[src/rtl/z_core_pkg.sv]
// Shared definitions for the core memory interface: opcodes, funct3
// size codes, one-hot state layout and the access legality rule.
package z_core_pkg;

  // Core opcodes that reach the memory interface
  localparam logic [6:0] OPC_LOAD  = 7'b0000011;
  localparam logic [6:0] OPC_STORE = 7'b0100011;

  // funct3 size/sign codes
  localparam logic [2:0] F3_B  = 3'b000;
  localparam logic [2:0] F3_H  = 3'b001;
  localparam logic [2:0] F3_W  = 3'b010;
  localparam logic [2:0] F3_BU = 3'b100;
  localparam logic [2:0] F3_HU = 3'b101;

  // One-hot state bit positions
  localparam int S_IDLE_BIT = 0;
  localparam int S_REQ_BIT  = 1;
  localparam int S_RESP_BIT = 2;
  localparam int S_DONE_BIT = 3;

  typedef enum logic [3:0] {
    ST_IDLE = 4'b0001,
    ST_REQ  = 4'b0010,
    ST_RESP = 4'b0100,
    ST_DONE = 4'b1000
  } state_e;

  // An access is illegal for unknown sizes, misalignment, or an
  // unsigned size code on a store.
  function automatic logic access_illegal(input logic [2:0] funct3,
                                          input logic [1:0] addr_lo,
                                          input logic       we);
    logic bad;
    bad = 1'b0;
    case (funct3)
      F3_B:    bad = 1'b0;
      F3_BU:   bad = we;
      F3_H:    bad = addr_lo[0];
      F3_HU:   bad = addr_lo[0] | we;
      F3_W:    bad = (addr_lo != 2'b00);
      default: bad = 1'b1;
    endcase
    return bad;
  endfunction

endpackage

[src/rtl/z_core_lsu_align.sv]
// Byte-lane alignment: store strobes and data shifting, load extraction
// with sign or zero extension. Purely combinational.
module z_core_lsu_align
  import z_core_pkg::*;
(
  input  logic [1:0]  addr_lo,
  input  logic [2:0]  funct3,
  input  logic        we,
  input  logic [31:0] store_data,
  input  logic [31:0] bus_word,
  output logic [3:0]  wstrb,
  output logic [31:0] wdata,
  output logic [31:0] load_data
);

  logic [4:0]  shamt_s;
  logic [15:0] lane_s;

  assign shamt_s = {addr_lo, 3'b000};
  assign lane_s  = 16'(bus_word >> shamt_s);

  // Store side: byte strobes for the addressed lanes and shifted data
  always_comb begin
    wstrb = 4'b0000;
    if (funct3 == F3_W) begin
      wdata = store_data;
    end else begin
      wdata = store_data << shamt_s;
    end
    if (we) begin
      case (funct3)
        F3_B, F3_BU: wstrb = 4'b0001 << addr_lo;
        F3_H, F3_HU: wstrb = 4'b0011 << addr_lo;
        F3_W:        wstrb = 4'b1111;
        default:     wstrb = 4'b0000;
      endcase
    end else begin
      wstrb = 4'b0000;
    end
  end

  // Load side: pick the addressed byte/half and extend it to 32 bits
  always_comb begin
    load_data = 32'h0000_0000;
    case (funct3)
      F3_B:    load_data = {{24{lane_s[7]}}, lane_s[7:0]};
      F3_BU:   load_data = {24'h00_0000, lane_s[7:0]};
      F3_H:    load_data = {{16{lane_s[15]}}, lane_s[15:0]};
      F3_HU:   load_data = {16'h0000, lane_s[15:0]};
      F3_W:    load_data = bus_word;
      default: load_data = 32'h0000_0000;
    endcase
  end

endmodule

[src/rtl/z_core_mem_if.sv]
// Core-to-bus memory interface: captures one core access, checks its
// legality, runs a valid/ready request and waits (with timeout) for the
// single response, then returns a one-cycle ack to the core.
module z_core_mem_if
  import z_core_pkg::*;
#(
  parameter int TIMEOUT_CYCLES = 255
) (
  input  logic        clk,
  input  logic        reset_n,
  input  logic        core_req,
  input  logic        core_we,
  input  logic [31:0] core_addr,
  input  logic [31:0] core_wdata,
  input  logic [2:0]  core_funct3,
  output logic        core_ack,
  output logic [31:0] core_rdata,
  output logic        core_err,
  output logic        bus_valid,
  input  logic        bus_ready,
  output logic [31:0] bus_addr,
  output logic        bus_we,
  output logic [3:0]  bus_wstrb,
  output logic [31:0] bus_wdata,
  input  logic        bus_rvalid,
  input  logic [31:0] bus_rdata,
  input  logic        bus_rerr
);

  localparam int               CNT_W    = $clog2(TIMEOUT_CYCLES + 1);
  localparam logic [CNT_W-1:0] CNT_LAST = CNT_W'(TIMEOUT_CYCLES - 1);

  state_e            state_r;
  state_e            state_s;
  logic              we_r;
  logic [1:0]        addr_lo_r;
  logic [2:0]        funct3_r;
  logic [CNT_W-1:0]  tmo_cnt_r;

  logic              illegal_s;
  logic              timeout_s;
  logic [1:0]        sel_addr_lo_s;
  logic [2:0]        sel_funct3_s;
  logic              sel_we_s;
  logic [3:0]        wstrb_s;
  logic [31:0]       wdata_s;
  logic [31:0]       load_data_s;

  assign illegal_s = access_illegal(core_funct3, core_addr[1:0], core_we);
  // The final RESP cycle is the one where the counter holds TIMEOUT_CYCLES-1
  assign timeout_s = (tmo_cnt_r == CNT_LAST);

  // Aligner sees live core fields while idle, captured fields afterwards
  always_comb begin
    if (state_r[S_IDLE_BIT]) begin
      sel_addr_lo_s = core_addr[1:0];
      sel_funct3_s  = core_funct3;
      sel_we_s      = core_we;
    end else begin
      sel_addr_lo_s = addr_lo_r;
      sel_funct3_s  = funct3_r;
      sel_we_s      = we_r;
    end
  end

  z_core_lsu_align u_align (
    .addr_lo    (sel_addr_lo_s),
    .funct3     (sel_funct3_s),
    .we         (sel_we_s),
    .store_data (core_wdata),
    .bus_word   (bus_rdata),
    .wstrb      (wstrb_s),
    .wdata      (wdata_s),
    .load_data  (load_data_s)
  );

  // State register
  always_ff @(posedge clk) begin
    if (!reset_n) begin
      state_r <= ST_IDLE;
    end else begin
      state_r <= state_s;
    end
  end

  // Next-state logic
  always_comb begin
    state_s = state_r;
    case (state_r)
      ST_IDLE: begin
        if (core_req) begin
          state_s = illegal_s ? ST_DONE : ST_REQ;
        end else begin
          state_s = ST_IDLE;
        end
      end
      ST_REQ: begin
        if (bus_ready) begin
          state_s = ST_RESP;
        end else begin
          state_s = ST_REQ;
        end
      end
      ST_RESP: begin
        if (bus_rvalid || timeout_s) begin
          state_s = ST_DONE;
        end else begin
          state_s = ST_RESP;
        end
      end
      ST_DONE: state_s = ST_IDLE;
      default: state_s = ST_IDLE;
    endcase
  end

  // Capture the access, drive the bus and produce the completion pulse
  always_ff @(posedge clk) begin
    if (!reset_n) begin
      we_r       <= 1'b0;
      addr_lo_r  <= 2'b00;
      funct3_r   <= 3'b000;
      tmo_cnt_r  <= {CNT_W{1'b0}};
      core_ack   <= 1'b0;
      core_err   <= 1'b0;
      core_rdata <= 32'h0000_0000;
      bus_valid  <= 1'b0;
      bus_addr   <= 32'h0000_0000;
      bus_we     <= 1'b0;
      bus_wstrb  <= 4'b0000;
      bus_wdata  <= 32'h0000_0000;
    end else begin
      // Ack, err and rdata only carry meaning during the DONE cycle
      core_ack   <= 1'b0;
      core_err   <= 1'b0;
      core_rdata <= 32'h0000_0000;
      case (state_r)
        ST_IDLE: begin
          if (core_req) begin
            we_r      <= core_we;
            addr_lo_r <= core_addr[1:0];
            funct3_r  <= core_funct3;
            if (illegal_s) begin
              core_ack <= 1'b1;
              core_err <= 1'b1;
            end else begin
              bus_valid <= 1'b1;
              bus_addr  <= {core_addr[31:2], 2'b00};
              bus_we    <= core_we;
              bus_wstrb <= wstrb_s;
              bus_wdata <= wdata_s;
            end
          end
        end
        ST_REQ: begin
          if (bus_ready) begin
            bus_valid <= 1'b0;
            tmo_cnt_r <= {CNT_W{1'b0}};
          end
        end
        ST_RESP: begin
          if (bus_rvalid) begin
            core_ack   <= 1'b1;
            core_err   <= bus_rerr;
            core_rdata <= (bus_rerr || we_r) ? 32'h0000_0000 : load_data_s;
          end else if (timeout_s) begin
            core_ack <= 1'b1;
            core_err <= 1'b1;
          end else begin
            tmo_cnt_r <= tmo_cnt_r + CNT_W'(1);
          end
        end
        default: begin
          // DONE: pulse already issued, nothing further to drive
        end
      endcase
    end
  end

endmodule

[config.mk]
export PLATFORM = sky130hd
export DESIGN_NAME = z_core_mem_if
export DESIGN_NICKNAME = d
export VERILOG_FILES = /design/src/rtl/z_core_pkg.sv /design/src/rtl/z_core_lsu_align.sv /design/src/rtl/z_core_mem_if.sv
export SDC_FILE = /design/constraint.sdc
export NUM_CORES = 1
export LEC_CHECK = 0
export CAP_MARGIN = 20
export CELL_PAD_IN_SITES_DETAIL_PLACEMENT = 1
export CELL_PAD_IN_SITES_GLOBAL_PLACEMENT = 2
export CORE_ASPECT_RATIO = 2
export CORE_MARGIN = 2
export CORE_UTILIZATION = 27
export CTS_CLUSTER_SIZE = 25
export DETAILED_ROUTE_END_ITERATION = 6
export PLACE_DENSITY = 0.84
export RECOVER_POWER = 25
export SYNTH_ARGS = -nofsm -noshare
export SYNTH_HDL_FRONTEND = slang
export SYNTH_SLANG_ARGS = --single-unit
export TNS_END_PERCENT = 1
[constraint.sdc]
create_clock -name clk -period 2.85 [get_ports clk]
set_input_delay 0.285 -clock clk [delete_from_list [all_inputs] [get_ports clk]]
set_output_delay 0.285 -clock clk [all_outputs]
set_load 0.005 [all_outputs]
# Word level (Yosys, flattened, before mapping)
# Index checks and enable logic that the tools add are counted.
# Widths: inputs -> output; s select.
# word_totals
elab_cells	82
out_inout_bits	104
reg_bits	120
input_bits	106
# op_classes
muxes	28
reduce_logical	14
eq_ne	17
bitwise_logic	5
shifts	4
add_sub_neg	1
# ops
op	count
$pmux 32 s5	1
$mux 32	1
$shl 32x5->32	1
$shr 32x5->16	1
$mux 8	3
$pmux 4 s3	2
$mux 4	4
$pmux 8 s2	1
$eq 3x3->1 const B	4
$ne 2x2->1 const B	5
$mux 1	9
$add 8x1->8 const B	1
$eq 8x8->1 const B	1
$reduce_and 4->1	2
$eq 3x1->1 const B	2
$eq 3x2->1 const B	2
$logic_not 3->1	2
$mux 3	2
$pmux 1 s2	3
$reduce_bool 2->1	3
$pmux 1 s5	1
$eq 4x1->1 const B	1
$eq 4x2->1 const B	1
$eq 4x3->1 const B	1
other kinds (10)	15

# Logic depth before layout (Yosys ltp)
# logic_depth
depth_word	5
ltp_mapped	9
ltp_nobuf	7

# Cells and area by module
# From an unflattened synthesis, not the netlist that was laid out.
# unflattened
hier_cells	677
area_unflattened_um2	6133.4
# modules_own_cells
module	cells_per_inst	area_each_um2	instances	seq_area_each_um2
z_core_mem_if	403	4498.1	1	2402.3
z_core_lsu_align	274	1635.3	1	0.0

# Worst setup path after synthesis
# Ideal clock, no wire load.
# synth_path
kind	register -> register
from	register state_r[0]
to	register core_rdata[2]
synth_period_minus_slack_ns	1.859
t_arrival_ns	1.742
path_slack_ns	0.991
setup_ns	0.117
path_buffers	3
t_required_ns	2.733
stages_incl_launch_ff	7
cell_sequence	dfxtp_1 buf_6 buf_6 mux2i_1 buf_4 mux4_2 a22o_1
# synth_between
elab_chain_cells	3
elab_cells_between_ends	12
classes_between	5 x eq/ne; 1 x shift; 3 x mux; 1 x bitwise; 2 x reduce/logical
# synth_lines
element	line_no	rtl
start: declaration	z_core_mem_if.sv:33	state_e state_r;
start signal: assignment	z_core_mem_if.sv:82	state_r <= state_s;
$mux 2 (tied with other cells)	z_core_mem_if.sv:55	if (state_r[S_IDLE_BIT]) begin
$shr 32x5->16 (tied with other cells)	z_core_lsu_align.sv:20	assign lane_s = 16'(bus_word >> shamt_s);
$pmux 32 s5 / $reduce_or 4->1 (equally long branches)	-	
end signal: assignment	z_core_mem_if.sv:164	core_rdata <= (bus_rerr || we_r) ? 32'h0000_0000 : load_data_s;
end: declaration	z_core_mem_if.sv:17	output logic [31:0] core_rdata,
# Parallel ways exist; a longest one is shown, timed or not.
# A chain may end at the register's enable or synchronous reset.

# Final worst setup path
# layout_path
from	register state_r[0]
to	register bus_wstrb[3]
# layout_between
elab_chain_cells	5
elab_cells_between_ends	16
classes_between	5 x eq/ne; 2 x shift; 5 x mux; 4 x reduce/logical
# layout_lines
element	line_no	rtl
$mux 3	z_core_mem_if.sv:55	
$eq 3x1->1 (tied with other cells)	z_core_lsu_align.sv:31	case (funct3)
$reduce_or 2->1	z_core_lsu_align.sv:31	
$pmux 4 s3	z_core_lsu_align.sv:31	
$mux 4	z_core_lsu_align.sv:30	if (we) begin
end signal: assignment	z_core_mem_if.sv:149	bus_wstrb <= wstrb_s;
end: declaration	z_core_mem_if.sv:23	output logic [3:0] bus_wstrb,
# Parallel ways exist; a longest one is shown, timed or not.

==> flow_summary_export.csv <==
group,metric,value,unit
critical_path,cp.required,3.22,ns
finish,layout_commonest_cell,"clkdlybuf4s50_1",
logic_synthesis,synthSimpleGateAreaFrac,19.5,%
power,clkPwrFrac,47.8,%
timing,rsz0062_at_grt,"false",
clock_network,clockBufferDepth,2,
clock_network,cts_setup_buffers,0,
logic_synthesis,synth_warnings,0,
finish,layout_common_cells,"152 x clkdlybuf4s50_1, 120 x dfxtp_1, 98 x nand2_1",
critical_path,max_stage_delay,0.64,ns
routing,ant_nets,0,
die,die_y,208,um
critical_path,r2r-start,"state_r[0]",
grt,antenna_found_initial,1,
placement,routabilityCongestion,0.778,
finish,nets,939,
clock_network,cts_tree,"done",
logic_synthesis,yosysTopAreaCellShare,42.6,%
logic_synthesis,syn_area,0.00564,mm^2
grt,grt_pass1_wl,33000,um
min_path,hp-class,"in2reg",
power,p_int,0.00369,W
logic_synthesis,synth_top_family_by_area,"compound AO/OA/AOI/OAI gates",
die,coreArea,0.0205,mm^2
routing,first_pass_iters,4,
clock_network,htree_num_levels,4,
min_path,holdPathStages,3,
critical_path,reg2regPathDepth,7,
clock_network,clkLatencyLatePin,0.43,ns
routing,vias,5509,
clock_network,cts_resized,0,
logic_synthesis,ys_async_sr_fraction,0,%
logic_synthesis,synthMuxAreaShare,5.01,%
critical_path,crit_type,"reg2reg",
critical_path,critPathLaunchType,"flop",
timing,worst_slew_pin_slew,0.761,ns
routing,drt-initial-drc-count,187,
grt,grt_max_degree,79,
critical_path,r2r_slack,0.49,ns
clock_network,cts.sinks,120,
power,combPwrFrac,15.6,%
job,timing.max_cap.violations,0,
timing,setup_tns,0,ns
routing,drt-total-wl,20900,um
timing,min_period,2.36,ns
finish,drive_above_1_share,11.2,%
power,swShare,24.4,%
grt,track_usage,19.3,%
routing,wire_per_inst,18.8,um
critical_path,worstPathCellList,"buf_4 -> nand3b_1 -> or3_1 -> nand2b_4 -> buf_4 -> a211oi_1 -> a31o_1",
timing,fmax,0.423,GHz
timing,clock_skew,0.00628,ns
critical_path,end_kind,"flop",
power,power_frac_seq,36.6,%
timing,hold_violations,0,
critical_path,critPathBufInv,2,
grt,grt_pass1_vias,6031,
logic_synthesis,avgSynthCellArea,9.01,um^2
finish,nFillCells,2316,
status,status,"complete, no violations",
critical_path,worstPathArrival,2.73,ns
grt,grt.overflow.total,0,
power,powerDensity,565,mW/mm^2
critical_path,r2r_end,"bus_wstrb[3]",
power,vdd_drop_max,0.000302,V
die,row_count,74,
timing,relSlewSlack,49.2,%
logic_synthesis,synth_compound_area_share,26.0,%
logic_synthesis,synth_xor_area_share,1.09,%
logic_synthesis,synthFlopType,"dfxtp_1",
timing,drv_slew,0,
clock_network,cts-buffers-inserted,17,
critical_path,critPathMostFrequentCell,"buf_4",
logic_synthesis,syn-instance-count,626,
critical_path,crit_start,"state_r[0]",
critical_path,cpMaxStageDelayCell,"dfxtp_1",
power,p_leak,3.38,nW
finish,area_growth,52.8,%
timing,report.final.setup_viol,0,
finish,fin_util,42.1,%
clock_network,clkTransAtPathRegs,0.06,ns
die,io_pins,210,
routing,viasPerCell,4.96,
logic_synthesis,synth_cell_types,67,
logic_synthesis,yosys-top-cells-area,"dfxtp_1 43%, nand2_1 6.5%, a21boi_1 5.2%, a221oi_2 4.0%, nor2_1 3.0%",
placement,hpwl,16000,um
logic_synthesis,synth-edff-count,0,
logic_synthesis,synthAdderAreaFrac,0.444,%
power,p_switching,0.00119,W
min_path,holdCritStartpoint,"core_addr[24]",
clock_network,postCtsHoldBufs,0,
placement,port_buffers,207,
die,initial_core_util,27.6,%
routing,post-route-drc-count,0,
logic_synthesis,yosysSeqAreaShare,42.6,%
die,die_area,0.0221,mm^2
die,fp.dieW,106,um
critical_path,cp_top_family,"simple AND/OR/NAND/NOR gates",
logic_synthesis,synth_area_leader_cell,"dfxtp_1",
clock_network,cts-root-buf,"clkbuf_16",
min_path,hold-path-endpoint,"bus_addr[24]",
critical_path,cp_max_fo,26,
timing,post-route-period-util,82.9,%
logic_synthesis,synth_seq_cells,120,
[metrics by stage]
| stage | hold slack (ns) | std cells | power, W | setup slack (ns) | cell area, um^2 |
|---|---|---|---|---|---|
| after CTS | 0.382 | 1109 | 0.00495 | 0.426 | 8620 |
| after global placement | 0.437 | 1078 | 0.00259 | 0.347 | 8000 |
| after floorplan | 0.403 | 627 | 0.00218 | 0.991 | 5650 |
| after global routing | 0.415 | 1110 | 0.00507 | 0.230 | 8620 |
| after detailed placement | 0.442 | 1078 | 0.00259 | 0.300 | 8000 |
| final | 0.399 | 1110 | 0.00487 | 0.487 | 8620 |
[tightest hold or removal path, stage by stage]
cell and delay, ns:
clkdlybuf4s50_1 0.39, nand2_1 0.06, a21boi_1 0.05
[cell usage after synthesis, types with 3 or more instances]
master and n:
mux2i_1 8, nor2b_1 9, o21a_1 4, o22ai_1 8, a21boi_1 39, o21ai_0 17
buf_6 9, a222oi_1 5, o21ai_1 13, a211oi_1 5, nor3_1 8, dfxtp_1 120
mux4_2 5, clkbuf_1 15, a31oi_1 5, buf_4 5, a22o_1 13, mux2_2 8
a21oi_1 32, or3_1 3, inv_1 5, nor2_1 45, and2_1 4, nor3b_1 5
buf_2 16, nand2b_1 9, o211ai_1 3, o31ai_1 16, nand2_1 98, nand3_1 27
a221oi_2 15, xnor2_1 6, nand3b_1 3
[final cells by class]
cell class | count | area (um^2) | area share (%)
antenna | 1 | 2.50 | 0.0290
sequential | 120 | 2400 | 27.9
tap | 266 | 333 | 3.86
clock inverter | 10 | 175 | 2.03
timing repair buffer | 232 | 2280 | 26.4
inverter | 5 | 18.8 | 0.218
clock buffer | 21 | 450 | 5.22
multi-input combinational | 455 | 2960 | 34.3
[kinds of logic after synthesis]
logic type	count (synthesis)
adder cells (fa/ha/maj)	2
other	1
buffers and inverters	52
multiplexers	21
flip-flops	120
AND/OR/NAND/NOR	231
XOR/XNOR	7
AO/OA/AOI/OAI	192
[sequential cells by signal, summed over array words and instances, names as in the netlist]
signal / cells
bus_wdata: 32
core_rdata: 32
bus_addr: 30
tmo_cnt_r: 8
bus_wstrb: 4
state_r: 4
funct3_r: 3
addr_lo_r: 2
bus_valid: 1
bus_we: 1
core_ack: 1
core_err: 1
we_r: 1
[worst max path at each step]
stage / to / cells after the start
floorplan: core_rdata[2] / 6
CTS: bus_wstrb[3] / 7
finish: bus_wstrb[3] / 7
global placement: bus_wdata[24] / 6
detailed placement: bus_wdata[24] / 6
global route: bus_wstrb[3] / 7
[power by group through the flow]
stage                     Clock [W]  Combinational, W  Sequential (W)
after floorplan                   0          0.000367         0.00181
after global placement            0          0.000767         0.00182
after detailed placement          0          0.000774         0.00182
after CTS                   0.00239          0.000780         0.00178
after global routing        0.00245          0.000830         0.00179
final                       0.00233          0.000762         0.00178
[per-layer routing]
metal	global-route usage, %	up-vias	part of all wire, %	wire length, um
met4	8.94	0	2.9	613
met3	5.42	36	6.1	1270
li1	-	2676	-	-
met2	37.1	174	56	11700
met1	18.2	2623	35	7310
met5	0	-	0	0
Note: power is estimated with default switching activity, not from simulation.
